### config.mk
export PLATFORM = sky130hd
export DESIGN_NAME = mem_access_unit
export DESIGN_NICKNAME = d
export VERILOG_FILES = /design/src/rtl/mem_access_unit_pkg.sv /design/src/rtl/mem_access_unit_lane_align.sv /design/src/rtl/mem_access_unit.sv
export SDC_FILE = /design/constraint.sdc
export NUM_CORES = 1
export LEC_CHECK = 0
export CAP_MARGIN = 10
export CORE_UTILIZATION = 50
export DETAILED_ROUTE_END_ITERATION = 8
export GPL_TIMING_DRIVEN = 0
export HOLD_SLACK_MARGIN = 0.05
export PLACE_DENSITY = 0.83
export RECOVER_POWER = 25
export SETUP_SLACK_MARGIN = 0.1
export SYNTH_ARGS = -nofsm -noshare
export SYNTH_HDL_FRONTEND = slang
export SYNTH_HIERARCHICAL = 1
export SYNTH_SLANG_ARGS = --single-unit
### constraint.sdc
create_clock -name clk -period 7.2 [get_ports clk]
set_clock_uncertainty 0.15 [all_clocks]
set_input_delay 2.16 -clock clk [delete_from_list [all_inputs] [get_ports clk]]
set_output_delay 2.16 -clock clk [all_outputs]
set_load 0.005 [all_outputs]
### src/rtl/mem_access_unit_pkg.sv
// Purpose: shared widths, size/fault codes and FSM states for the load/store front-end.
// Latency: n/a (types and constants only).
// Backpressure: n/a.
package mem_access_unit_pkg;

  localparam int WORD_LEN      = 32;
  localparam int DATA_MEM_SIZE = 64;                 // words backed by datamem
  localparam int DM_BYTES_DEF  = 4 * DATA_MEM_SIZE;

  typedef enum logic [1:0] {
    MEM_SZ_B = 2'b00,
    MEM_SZ_H = 2'b01,
    MEM_SZ_W = 2'b10,
    MEM_SZ_X = 2'b11
  } mem_size_e;

  typedef enum logic [1:0] {
    MEM_FLT_OK  = 2'b00,
    MEM_FLT_MIS = 2'b01,
    MEM_FLT_OOR = 2'b10
  } mem_fault_e;

  typedef enum logic [1:0] {
    ST_IDLE = 2'b00,
    ST_RD   = 2'b01,
    ST_WR   = 2'b10,
    ST_RESP = 2'b11
  } mau_state_e;

  // Number of bytes touched by an access of the given size (illegal size faults first anyway).
  function automatic logic [2:0] size_bytes(input logic [1:0] size);
    case (size)
      MEM_SZ_B: size_bytes = 3'd1;
      MEM_SZ_H: size_bytes = 3'd2;
      default:  size_bytes = 3'd4;
    endcase
  endfunction

endpackage

### src/rtl/mem_access_unit_lane_align.sv
// Purpose: little-endian lane select with sign/zero extension for loads, lane merge for stores.
// Latency: purely combinational.
// Backpressure: none; outputs follow inputs.
module mem_lane_align
  import mem_access_unit_pkg::*;
(
  input  logic [WORD_LEN-1:0] word,
  input  logic [1:0]          addr_lo,
  input  logic [1:0]          size,
  input  logic                sgn,
  input  logic [WORD_LEN-1:0] wdata,
  output logic [WORD_LEN-1:0] ld_val,
  output logic [WORD_LEN-1:0] st_word
);

  logic [7:0]  lane_b;
  logic [15:0] lane_h;

  // Pick the addressed lane(s) out of the word and build both load and merged-store views.
  always_comb begin
    lane_b  = word[{addr_lo, 3'b000} +: 8];
    lane_h  = addr_lo[1] ? word[16 +: 16] : word[0 +: 16];
    ld_val  = word;
    st_word = word;
    case (size)
      MEM_SZ_B: begin
        ld_val = {{(WORD_LEN-8){sgn & lane_b[7]}}, lane_b};
        st_word[{addr_lo, 3'b000} +: 8] = wdata[7:0];
      end
      MEM_SZ_H: begin
        ld_val = {{(WORD_LEN-16){sgn & lane_h[15]}}, lane_h};
        if (addr_lo[1]) st_word[16 +: 16] = wdata[15:0];
        else            st_word[0 +: 16]  = wdata[15:0];
      end
      default: begin
        ld_val  = word;
        st_word = wdata;
      end
    endcase
  end

endmodule

### src/rtl/mem_access_unit.sv
// Purpose: one-at-a-time byte/half/word load/store front-end to a word-only datamem, RMW for sub-word stores.
// Latency: fault 1 cycle, load/word store 2 cycles, sub-word store 3 cycles from accept to resp_valid.
// Backpressure: req_ready only in IDLE; no queueing, requester holds req_valid until accepted.
module mem_access_unit
  import mem_access_unit_pkg::*;
#(
  parameter int W        = WORD_LEN,
  parameter int DM_BYTES = DM_BYTES_DEF
) (
  input  logic         clk,
  input  logic         rst,
  input  logic         req_valid,
  output logic         req_ready,
  input  logic         req_write,
  input  logic [1:0]   req_size,
  input  logic         req_signed,
  input  logic [W-1:0] req_addr,
  input  logic [W-1:0] req_wdata,
  output logic         resp_valid,
  output logic [W-1:0] resp_rdata,
  output logic [1:0]   resp_fault,
  output logic [W-1:0] dm_addr,
  output logic [W-1:0] dm_wdata,
  output logic         dm_we,
  output logic         dm_re,
  input  logic [W-1:0] dm_rdata
);

  mau_state_e   state_q, state_d;
  logic [W-1:0] addr_q, addr_d;
  logic [1:0]   size_q, size_d;
  logic         sgn_q, sgn_d;
  logic         write_q, write_d;
  logic [W-1:0] wdata_q, wdata_d;
  logic [W-1:0] wword_q, wword_d;
  logic [W-1:0] rdata_q, rdata_d;
  logic [1:0]   fault_q, fault_d;
  logic         fwd_valid_q, fwd_valid_d;
  logic [W-3:0] fwd_idx_q, fwd_idx_d;
  logic [W-1:0] fwd_data_q, fwd_data_d;

  logic [2:0]   nbytes;
  logic [W:0]   last_byte;
  logic         mis, oor;
  logic [W-1:0] cap_word, ld_val, st_word;

  // Classify the incoming request; misalignment is checked first and wins over range.
  always_comb begin
    nbytes    = size_bytes(req_size);
    last_byte = {1'b0, req_addr} + {{(W-2){1'b0}}, nbytes} - {{W{1'b0}}, 1'b1};
    mis       = (req_size == MEM_SZ_X) ||
                ((req_size == MEM_SZ_H) && req_addr[0]) ||
                ((req_size == MEM_SZ_W) && (req_addr[1:0] != 2'b00));
    oor       = (last_byte >= (W+1)'(DM_BYTES));
  end

  // datamem only refreshes its output on an address change, so a word we just wrote is taken from
  // the forward register instead of the possibly stale dm_rdata.
  always_comb begin
    cap_word = (fwd_valid_q && (fwd_idx_q == addr_q[W-1:2])) ? fwd_data_q : dm_rdata;
  end

  mem_lane_align u_lane (
    .word    (cap_word),
    .addr_lo (addr_q[1:0]),
    .size    (size_q),
    .sgn     (sgn_q),
    .wdata   (wdata_q),
    .ld_val  (ld_val),
    .st_word (st_word)
  );

  // Next-state and request/forward register updates.
  always_comb begin
    state_d     = state_q;
    addr_d      = addr_q;
    size_d      = size_q;
    sgn_d       = sgn_q;
    write_d     = write_q;
    wdata_d     = wdata_q;
    wword_d     = wword_q;
    rdata_d     = rdata_q;
    fault_d     = fault_q;
    fwd_valid_d = fwd_valid_q;
    fwd_idx_d   = fwd_idx_q;
    fwd_data_d  = fwd_data_q;
    case (state_q)
      ST_IDLE: begin
        if (req_valid) begin
          addr_d  = req_addr;
          size_d  = req_size;
          sgn_d   = req_signed;
          write_d = req_write;
          wdata_d = req_wdata;
          rdata_d = '0;
          fault_d = MEM_FLT_OK;
          if (mis) begin
            fault_d = MEM_FLT_MIS;
            state_d = ST_RESP;
          end else if (oor) begin
            fault_d = MEM_FLT_OOR;
            state_d = ST_RESP;
          end else if (!req_write) begin
            state_d = ST_RD;
          end else if (req_size == MEM_SZ_W) begin
            wword_d = req_wdata;
            state_d = ST_WR;
          end else begin
            state_d = ST_RD;
          end
        end
      end
      ST_RD: begin
        if (write_q) begin
          wword_d = st_word;
          state_d = ST_WR;
        end else begin
          rdata_d = ld_val;
          state_d = ST_RESP;
        end
      end
      ST_WR: begin
        fwd_valid_d = 1'b1;
        fwd_idx_d   = addr_q[W-1:2];
        fwd_data_d  = wword_q;
        state_d     = ST_RESP;
      end
      default: begin
        state_d = ST_IDLE;
      end
    endcase
  end

  // State, request and forward registers; reset drops any in-flight request.
  always_ff @(posedge clk or posedge rst) begin
    if (rst) begin
      state_q     <= ST_IDLE;
      addr_q      <= '0;
      size_q      <= '0;
      sgn_q       <= 1'b0;
      write_q     <= 1'b0;
      wdata_q     <= '0;
      wword_q     <= '0;
      rdata_q     <= '0;
      fault_q     <= '0;
      fwd_valid_q <= 1'b0;
      fwd_idx_q   <= '0;
      fwd_data_q  <= '0;
    end else begin
      state_q     <= state_d;
      addr_q      <= addr_d;
      size_q      <= size_d;
      sgn_q       <= sgn_d;
      write_q     <= write_d;
      wdata_q     <= wdata_d;
      wword_q     <= wword_d;
      rdata_q     <= rdata_d;
      fault_q     <= fault_d;
      fwd_valid_q <= fwd_valid_d;
      fwd_idx_q   <= fwd_idx_d;
      fwd_data_q  <= fwd_data_d;
    end
  end

  // Outputs decode registered state only, never the live request.
  always_comb begin
    req_ready  = (state_q == ST_IDLE);
    resp_valid = (state_q == ST_RESP);
    resp_rdata = resp_valid ? rdata_q : '0;
    resp_fault = resp_valid ? fault_q : 2'b00;
    dm_addr    = {addr_q[W-1:2], 2'b00};
    dm_wdata   = wword_q;
    dm_we      = (state_q == ST_WR);
    dm_re      = (state_q == ST_RD);
  end

endmodule

# Word-level counts from Yosys, hierarchy flattened
# Index checks and enable logic that the tools add are counted.
# W data, S select, Z words.
# totals
regBits	199
input_bits	103
output_inout_bits	102
# classes
n_addsub	3
magnitude_cmp	1
n_eq_ne	15
n_shift	3
n_mux	29
bitwise	2
reduce_logical	13
# op_table
op	count
$mux W32	10
$pmux W32 S2	4
$mux W16	3
$add A32 B3 Y33	1
$ge A33 B9 Y1 const B	1
$sub A33 B1 Y33 const B	1
$bwmux W32	1
$shift A8 B7 Y32 const A	1
$shiftx A32 B6 Y8	1
$shiftx A8 B7 Y32	1
$eq A30 B30 Y1	1
$mux W2	8
$eq A2 B2 Y1 const B	4
$ne A2 B2 Y1 const B	4
$neg A5 Y7	1
$reduce_and A7 Y1	1
$eq A2 B1 Y1 const B	3
$logic_not A2 Y1	3
$ne A2 B1 Y1 const B	3
$pmux W2 S3	1
$pmux W3 S2	1
$reduce_bool A2 Y1	2
$logic_and A1 B1 Y1	3
$reduce_and A3 Y1	1
4 further kinds	6

# Logic depth before layout (Yosys ltp)
# Gate-level depths: netlist (run 1).
# depth
ltp_word	9
depth_mapped	18

# Modules after synthesis
# The synthesis (run 1) kept the hierarchy.
# modules_own_cells
mod	instances	cells_per_inst	area_each_um2	seq_area_each_um2
mem_access_unit	1	1069	11360.9	4979.8
mem_lane_align	1	276	1815.5	0.0

# Worst setup path before layout (run 1)
# No wires, ideal clock.
# synth_path
path_type	input -> register
startpoint	input req_size[1]
endpoint	register wword_q[0] (netlist: dm_wdata[0])
setup_time_ps	125
arrival_time_ps	5756
required_ps	6925
path_slack_ps	1168
path_stages	17
n_path_buf	1
cell_sequence	or2_2 ha_1 inv_1 ha_1 inv_1 fa_1 nand2b_1 a21oi_1 o2111ai_2 and2_1 o221a_1 a221o_1 a2111oi_4 nand4_4 o22ai_4 buf_12 mux2_4
# synth_via
elab_chain_len	7
word_cells_on_any_way	16
# synth_lines
item	line	text
from (decl)	mem_access_unit.sv:15	input logic [1:0] req_size,
$eq A2 B1 Y1 / $logic_not A2 Y1 (equally long branches)	mem_access_unit_pkg.sv:32, mem_access_unit.sv:52	
$pmux W3 S2	mem_access_unit_pkg.sv:32	case (size)
$add A32 B3 Y33	mem_access_unit.sv:50	last_byte = {1'b0, req_addr} + {{(W-2){1'b0}}, nbytes} - {{W{1'b0}}, 1'b1};
$sub A33 B1 Y33	mem_access_unit.sv:50	
$ge A33 B9 Y1	mem_access_unit.sv:54	oor = (last_byte >= (W+1)'(DM_BYTES));
$ne A2 B2 Y1 (no line)	n/a	
$reduce_and A7 Y1 (no line) *	n/a	
to (signal assigned)	mem_access_unit.sv:156	wword_q <= wword_d;
to (decl)	mem_access_unit.sv:35	logic [W-1:0] wword_q, wword_d;
# Mark *: on every way between the ends. The rest lies on a longest branch, timed or not.
# A chain may end at the register's enable or synchronous reset.

# Worst setup path after layout (run 1)
# layout_path
startpoint	input req_size[0]
endpoint	register wword_q[22] (netlist: dm_wdata[22])
# The elaborated chain is that of the path after synthesis.

==> flow_summary.yaml, run 1 <==
run_status:
  status: "complete, but fails checks"
  violations: "max-capacitance violations, max-slew violations"
drt:
  vias: 11300
  drt-total-wl_um: 40700
  drtIter0Drc: 918
  drc: 0
  drt_pass1_iterations: 6
  drt.antenna.violating_nets: 0
  wl_per_cell_um: 21.2
  viasPerCell: 5.91
placed_design:
  place.gp.congestion: 1.02
  dp.cells: 1888
  port_buffers: 202
  dp_hpwl_um: 32000
sta:
  worstMarginPinSlew_ps: 2240
  layout_min_cycle_time_ps: 6760
  hold_viol_final: 0
  maxSlewViolCount: 71
  setup_viol: 0
  tns_ps: 0
  finalCritPeriodShare_pct: 93.8
  grt_setup_unrepaired: "false"
  fmax_mhz: 148
  slew_headroom_pct: -49.2
logic_synthesis:
  synth_area_leaders: "dfrtp_1, mux2_2, nand2_1"
  yosys.area.top_type_share_pct: 37.8
  async_reset_ff_share_pct: 100
  ys_seq_area_share_pct: 37.8
  yosysWarnings: 6
  yosysUniqueCellTypes: 82
  synth_top_area_cell: "dfrtp_1"
  syn_area_um2: 13200
  ys.flop_type: "dfrtp_1"
  synthCells: 1345
  synth_edf_count: 0
  avgSynthCellArea_um2: 9.80
  ys_seq_elements: 199
grt:
  grt_pass1_vias: 11200
  grt_max_degree: 43
  grt_pass1_wl_um: 62300
  antenna_found_initial: 0
  use_met2_pct: 50.3
  track_usage_pct: 30.7
  top_usage_layer: "met2"
  overflow: 0
  met1_usage_pct: 39.0
  use_met3_pct: 4.82
setup_path:
  required_ps: 7370
  crit_type: "primary input to flip-flop"
  endpoint_kind: "flip-flop"
  crit_fanout: 10
  start_kind: "primary input"
  arrival_ps: 6930
layout:
  final_cell_mix: "clkdlybuf4s50_1, dfrtp_1, nand2_1"
  multi_input_area_um2: 7380
  instances_no_fill: 1920
  fillers: 2106
  fin_nets: 1719
  layout_commonest_cell: "clkdlybuf4s50_1"
  antennaDiodeCount: 0
  drive_above_1_share_pct: 19.6
  seqCellArea_um2: 4980
  area.growth.synth_to_final_pct: 23.4
cts:
  clock_sinks: 199
  cts_tree: "yes"
  insertion_delay_ps: 440
  cts_root_buf: "clkbuf_16"
  cts_buffers: 17
  clock_path_buffers: 2
  cts_max_level: 4
  clk_pin_slew_ps: 70
pwr:
  p_leak_nw: 7.11
  powerDensity_nw_per_um2: 400
  ir_drop_v: 0.000183
die:
  core_area_um2: 26000
  die-area_um2: 27000
  placementRows: 59
  die_x_um: 164
  ioPinCount: 205
  dieHeight_um: 164
  initial_core_util_pct: 50.7
run:
  maxCapViolCount: 2
worst_hold_path:
  hp-class: "flip-flop to flip-flop"
critical path, cell delays in order:
cell and delay (ps):
clkdlybuf4s50_1 500, or2_2 330, ha_1 180, inv_1 60, ha_1 160, inv_1 50
fa_1 360, nand2b_1 150, a21oi_1 390, o2111ai_2 240, and2_1 210, o221a_1 260
a221o_1 340, a2111oi_4 350, nand4_4 210, o22ai_4 410, buf_12 220, mux2_4 300
cell usage after synthesis, types with 10 or more instances:
library cell	number
mux2i_1	22
nor2_1	32
a21o_1	15
a221oi_1	10
mux2_2	165
nand3_1	41
clkbuf_1	53
nor3b_1	10
nand2_1	197
a21oi_2	10
nor3_1	11
mux2_4	30
dfrtp_1	199
a22oi_1	16
xnor2_1	26
inv_1	56
xor2_1	15
and2_1	38
a22o_1	14
buf_4	33
a221o_1	17
a211oi_1	10
nand4_1	15
nand2b_1	11
a21oi_1	48
ha_1	43
o21ai_0	83
kinds of logic after synthesis:
logic type	Yosys count	synth area share (%)
AND/OR/NAND/NOR	398	14.7
AO/OA/AOI/OAI	283	15.0
multiplexers	217	19.2
flip-flops	199	37.8
buffers and inverters	162	6.31
adder cells (fa/ha/maj)	44	4.24
XOR/XNOR	41	2.73
other	1	0.0285
registers in the layout, indices dropped and copies added (netlist names):
signal	flops
fwd_idx_q	30
wdata_q	32
fault_q	2
sgn_q	1
addr_q	32
fwd_valid_q	1
dm_wdata	32
state_q	2
write_q	1
rdata_q	32
size_q	2
fwd_data_q	32
worst paths after layout:
path / from / end / slack (ps) / cells past startpoint
min reg2reg: rdata_q[8] / rdata_q[8] / 310 / 2
min: rdata_q[8] / rdata_q[8] / 310 / 2
min in group asynchronous: rst / rdata_q[27] / 2150 / 2
max: req_size[0] / dm_wdata[22] / 440 / 18
max reg2reg: addr_q[6] / rdata_q[27] / 3080 / 12
max in group asynchronous: rst / fwd_data_q[15] / 2240 / 3
area by class of cell:
cell class | instances | share of cell area, %
Buffer | 106 | 3.82
Clock buffer | 18 | 2.64
Clock inverter | 14 | 0.823
Inverter | 56 | 1.30
Multi-Input combinational cell | 985 | 45.4
Sequential cell | 199 | 30.6
Tap cell | 335 | 2.58
Timing Repair Buffer | 207 | 12.9
repair_timing:
| item | in CTS | in global routing |
|---|---|---|
| setup endpoints to repair | 0 | 10 |
| buffers inserted | 0 | 0 |
| hold buffers | 0 | 0 |
| gates resized for setup | 0 | 1 |
metrics by stage:
| step | util (%) | total power, mW | hold WS, ps | instance area, µm² | setup slack (ps) |
|---|---|---|---|---|---|
| global placement | 60.1 | 5.41 | 294 | 15600 | 38.2 |
| floorplan | - | 4.26 | 280 | 13200 | 1170 |
| global route | 62.6 | 6.87 | 337 | 16300 | 266 |
| CTS | 62.7 | 6.47 | 317 | 16300 | 487 |
| finish | 62.6 | 6.50 | 314 | 16300 | 444 |
| detailed placement | 60.5 | 5.52 | 301 | 15700 | 59.5 |
layer usage:
layer | vias up | wire, µm
li1 | 5228 | -
met1 | 5524 | 16800
met2 | 456 | 19400
met3 | 131 | 2430
met4 | 2 | 2020
met5 | - | 53
report_power, final:
group | internal [mW] | switching, mW
sequential | 1.64 | 0.491
combinational | 1.77 | 1.66
clock | 0.460 | 0.478
Note: power is estimated with default switching activity, not from simulation.
==> inputs of run 2 (changes only) <==
Clock period 7.2 ns to 6 ns, I/O delays scaled along.
==> flow_summary.yaml, run 2 (same netlist as run 1, synthesis figures left out) <==
cts:
  clock_path_buffers: 2
  cts_tree: "yes"
  cts_hold_buf: 0
  insertion_delay_ps: 440
  cts_root_buf: "clkbuf_16"
  clock_sinks: 199
  clk_pin_slew_ps: 80
  cts_max_level: 4
  cts_buffers: 17
layout:
  area.growth.synth_to_final_pct: 24.6
  instances_no_fill: 1927
  layout_commonest_cell: "dfrtp_1"
  fin_nets: 1726
  drive_above_1_share_pct: 20.5
  antennaDiodeCount: 0
  final_cell_mix: "dfrtp_1, clkdlybuf4s50_1, nand2_1"
  fin_area_um2: 16400
drt:
  drtIter0Drc: 930
  viasPerCell: 5.90
  drt_pass1_iterations: 6
  drt.antenna.violating_nets: 0
  drc: 0
  drt-total-wl_um: 41000
  wl_per_cell_um: 21.3
  vias: 11400
setup_path:
  crit_end: "dm_wdata[1]"
  cp_common_cell: "inv_1"
  r2r_cells: 12
  crit_chain: "clkdlybuf4s50_1, inv_1, ha_1, inv_1, ha_1, inv_1, fa_1, nand2b_4, a21oi_4, o2111ai_4, and2_4, o221a_1, a221o_1, a2111oi_4, nand4_4, o22ai_4, buf_12, buf_12, mux2_4"
  crit_type: "primary input to flip-flop"
  reg2reg_slack_ps: 1890
  required_ps: 6180
  endpoint_kind: "flip-flop"
  slowest_stage: "clkdlybuf4s50_1"
  r2r-start: "addr_q[6]"
  arrival_ps: 6020
  start_kind: "primary input"
  crit_fanout: 10
  cp-startpoint: "req_addr[0]"
  cpPeakStageDelay_ps: 500
  timing.rr.end: "rdata_q[30]"
die:
  placementRows: 59
  die_x_um: 164
  core_area_um2: 26000
  dieHeight_um: 164
  ioPinCount: 205
  die-area_um2: 27000
  initial_core_util_pct: 50.7
pwr:
  powerDensity_nw_per_um2: 478
  switchingPower_mw: 3.17
  internal-power_mw: 4.67
  power_mw: 7.84
  seqPwrFrac_pct: 32.7
  clkPwrFrac_pct: 14.4
  p_leak_nw: 7.20
  swShare_pct: 40.4
  power_frac_comb_pct: 52.9
  ir_drop_v: 0.000219
run_status:
  violations: "max-capacitance violations, max-slew violations"
  status: "complete, but fails checks"
grt:
  antenna_found_initial: 0
  grt_pass1_wl_um: 62300
  track_usage_pct: 30.7
  grt_pass1_vias: 11200
  overflow: 0
  grt_max_degree: 43
sta:
  grt_setup_unrepaired: "false"
  worstMarginPinSlew_ps: 2240
  finalCritPeriodShare_pct: 97.4
  maxSlewViolCount: 71
  layout_min_cycle_time_ps: 5840
  hold_viol_final: 0
  slew_headroom_pct: -49.1
  fmax_mhz: 171
  setup_viol: 0
placed_design:
  dp_hpwl_um: 32000
  dp.cells: 1888
  place.gp.congestion: 1.02
  dpl_cell_area_um2: 15700
  port_buffers: 202
worst_hold_path:
  hp-class: "flip-flop to flip-flop"
run:
  maxCapViolCount: 2
==> run 2: changes by cell type in the layout (fill, tap and decap cells not counted), sizes merged <==
cell           delta
buf               +6
clkdlybuf4s50     -3
dlymetal6s2s      +3
clkbuf            +1
==> run 2: how the worst min path moves through the flow <==
stage | end | slack (ps) | depth (start not counted) | startpoint
global placement | rdata_q[16] | 290 | 2 | rdata_q[16]
CTS | rdata_q[8] | 320 | 2 | rdata_q[8]
floorplan | rdata_q[10] | 280 | 2 | rdata_q[10]
finish | rdata_q[8] | 310 | 2 | rdata_q[8]
detailed placement | rdata_q[8] | 300 | 2 | rdata_q[8]
global route | rdata_q[13] | 340 | 2 | rdata_q[13]
==> run 2: timing repair <==
item | 4_1_cts | 5_1_grt
pin swaps | 3 | 5
setup endpoints to repair | 32 | 33
endpoints found under the hold margin | 0 | 0
gates cloned | 0 | 1
buffers inserted | 3 | 3
resized for setup | 4 | 12
==> run 2: critical path, delay by kind of cell <==
| family | cells | cell delay, ps |
|---|---|---|
| buffers and inverters | 6 | 1030 |
| multiplexers | 1 | 310 |
| AO/OA/AOI/OAI | 6 | 1560 |
| adder cells (fa/ha/maj) | 3 | 760 |
| AND/OR/NAND/NOR | 3 | 540 |
==> run 2: area by class of cell <==
cell class	instances	area [µm²]
Fill cell	2088	9570
Multi-Input combinational cell	985	7440
Sequential cell	199	4980
Timing Repair Buffer	214	2180
Buffer	106	621
Clock buffer	18	429
Tap cell	335	419
Inverter	56	211
Clock inverter	14	134
==> run 2: power by group through the flow <==
| stage | registers [mW] | clock network (mW) | logic, mW |
|---|---|---|---|
| global placement | 2.54 | 0 | 3.95 |
| finish | 2.56 | 1.13 | 4.15 |
| floorplan | 2.36 | 0 | 2.75 |
| global route | 2.63 | 1.19 | 4.46 |
| detailed placement | 2.57 | 0 | 4.05 |
| CTS | 2.55 | 1.14 | 4.10 |
==> run 2: through the flow <==
stage	setup TNS, ps	hold slack [ps]	setup slack (ps)	util [%]
after floorplan	0	280	328	-
after global placement	-32450	294	-802	60.1
after detailed placement	-24570	301	-781	60.5
after CTS	0	317	115	62.9
after global routing	0	337	76.2	63.2
final	0	314	157	63.2
==> run 2: routing by layer <==
metal  routed length [µm]  GRT usage [%]  vias to the layer above
li1                     -              -                     5236
met5                   53           1.52                        -
met1                16800           39.0                     5529
met3                 2500           4.77                      119
met2                19700           50.4                      478
met4                 1910           15.7                        2
==> inputs of run 3 (changes only) <==
Settings changed: CELL_PAD_IN_SITES_DETAIL_PLACEMENT from default to 1, CELL_PAD_IN_SITES_GLOBAL_PLACEMENT from default to 1, CORE_UTILIZATION 50 to 38, PLACE_DENSITY 0.83 to 0.82.
==> flow_summary.yaml, run 3 (same netlist as run 1, synthesis figures left out) <==
pwr:
  clkPwrFrac_pct: 14.6
  power_mw: 8.10
  ir_drop_v: 0.000236
  powerDensity_nw_per_um2: 487
  p_leak_nw: 7.23
  power_frac_comb_pct: 53.0
  internal-power_mw: 4.75
  switchingPower_mw: 3.36
  swShare_pct: 41.4
  seqPwrFrac_pct: 32.4
setup_path:
  cp-startpoint: "req_size[1]"
  required_ps: 6170
  crit_chain: "dlygate4sd2_1, inv_2, nand2_1, ha_1, inv_2, ha_4, inv_1, fa_1, nand2b_4, a21oi_4, o2111ai_4, and2_4, o221a_1, a221o_1, a2111oi_4, nand4_4, o22ai_4, buf_12, bufbuf_16, mux2_4"
  slowest_stage: "a2111oi_4"
  start_kind: "primary input"
  reg2reg_slack_ps: 1790
  crit_type: "primary input to flip-flop"
  timing.rr.end: "dm_wdata[22]"
  cp_top_family: "compound AO/OA/AOI/OAI gates"
  cp_num_buf_inv: 6
  crit_fanout: 5
  cp_common_cell: "inv_2"
  r2r_cells: 11
  cpPeakStageDelay_ps: 410
  arrival_ps: 6030
  endpoint_kind: "flip-flop"
  r2r-start: "addr_q[4]"
run_status:
  status: "complete, but fails checks"
  violations: "max-capacitance violations, max-slew violations"
sta:
  setup_viol: 0
  slew_headroom_pct: -55.4
  maxSlewViolCount: 117
  worst_slack_ps: 143
  hold_viol_final: 0
  finalCritPeriodShare_pct: 97.6
  layout_min_cycle_time_ps: 5860
  grt_setup_unrepaired: "true"
  fmax_mhz: 171
  worstMarginPinSlew_ps: 2330
grt:
  track_usage_pct: 27.2
  grt_pass1_vias: 12400
  overflow: 0
  grt_max_degree: 45
  grt_pass1_wl_um: 74100
  antenna_found_initial: 1
layout:
  drive_above_1_share_pct: 21.1
  seqCellArea_um2: 4980
  final_cell_mix: "dfrtp_1, clkdlybuf4s50_1, nand2_1"
  fin_nets: 1730
  fillers: 3786
  area.growth.synth_to_final_pct: 26.4
  multi_input_area_um2: 7470
  layout_commonest_cell: "dfrtp_1"
drt:
  viasPerCell: 5.68
  drt_pass1_iterations: 5
  drt-total-wl_um: 47700
  wl_per_cell_um: 23.3
  drc: 0
  drt.antenna.violating_nets: 0
  drtIter0Drc: 827
  vias: 11600
die:
  core_area_um2: 33800
  initial_core_util_pct: 39.0
  die_x_um: 188
  ioPinCount: 205
  die-area_um2: 35400
  placementRows: 67
  dieHeight_um: 188
cts:
  cts_max_level: 4
  cts_tree: "yes"
  clk_pin_slew_ps: 70
  clock_path_buffers: 2
  cts_root_buf: "clkbuf_16"
  insertion_delay_ps: 440
  cts_buffers: 17
  cts_hold_buf: 0
  clock_sinks: 199
worst_hold_path:
  min_from: "rdata_q[18]"
  worstHoldEndpoint: "rdata_q[18]"
  hold_depth: 2
  hp-class: "flip-flop to flip-flop"
run:
  maxCapViolCount: 3
placed_design:
  dp_hpwl_um: 37600
  port_buffers: 202
  pre_cts_ws_ps: -955
  place.gp.congestion: 1.00
## run 3: repair_timing
action,4_1_cts,5_1_grt
resized for setup,15,13
pin swaps,4,8
setup endpoints to repair,33,32
setup buffers,5,5
cloned,1,0
## run 3: per-layer routing
layer / up-vias / track usage [%] / part of all wire (%)
met5: - / 0 / 0
met4: 0 / 9.57 / 3.2
met3: 86 / 3.00 / 4.5
met2: 382 / 48.9 / 51
met1: 5887 / 33.6 / 41
li1: 5248 / - / -
## run 3: worst reg2reg max path, cell delays in order (launching register included)
cell	delay, ps
dfrtp_1	470
xnor2_1	270
nand4_1	190
nor4_1	290
nand4_1	490
clkbuf_1	500
mux2_2	460
nor3b_1	170
a221oi_1	290
o21ai_0	230
mux2_2	330
mux2_4	260
## run 3: worst max path at each step
| stage | to | cells past startpoint |
|---|---|---|
| floorplan | dm_wdata[0] | 17 |
| global placement | dm_wdata[31] | 18 |
| detailed placement | dm_wdata[22] | 18 |
| CTS | dm_wdata[25] | 19 |
| global route | dm_wdata[25] | 20 |
| finish | dm_wdata[25] | 20 |
## run 3: final cells by class
cell class / count / area share (%)
clock buffer: 18 / 2.64
tap: 448 / 3.36
multi-input combinational: 985 / 44.8
timing repair buffer: 218 / 13.4
antenna: 1 / 0.0150
buffer: 106 / 3.73
clock inverter: 13 / 0.916
inverter: 56 / 1.27
sequential: 199 / 29.9
## run 3: power by group through the flow
stage / sequential [mW] / clock (mW) / combinational [mW]
2_1_floorplan: 2.36 / 0 / 2.75
3_3_place_gp: 2.56 / 0 / 3.99
3_5_place_dp: 2.63 / 0 / 4.17
4_1_cts: 2.61 / 1.20 / 4.26
5_1_grt: 2.69 / 1.25 / 4.62
6_report: 2.63 / 1.18 / 4.30
## run 3: stage by stage
stage               setup TNS, ps  cells  instance area [µm²]  hold slack [ps]  utilization [%]
finish                          0   2044                16700              317             49.3
detailed placement         -30550   2001                15900              303             47.0
floorplan                       0   1346                13200              280                -
global route                    0   2044                16700              347             49.3
CTS                             0   2038                16600              319             49.2
global placement           -43980   1996                15800              296             46.7
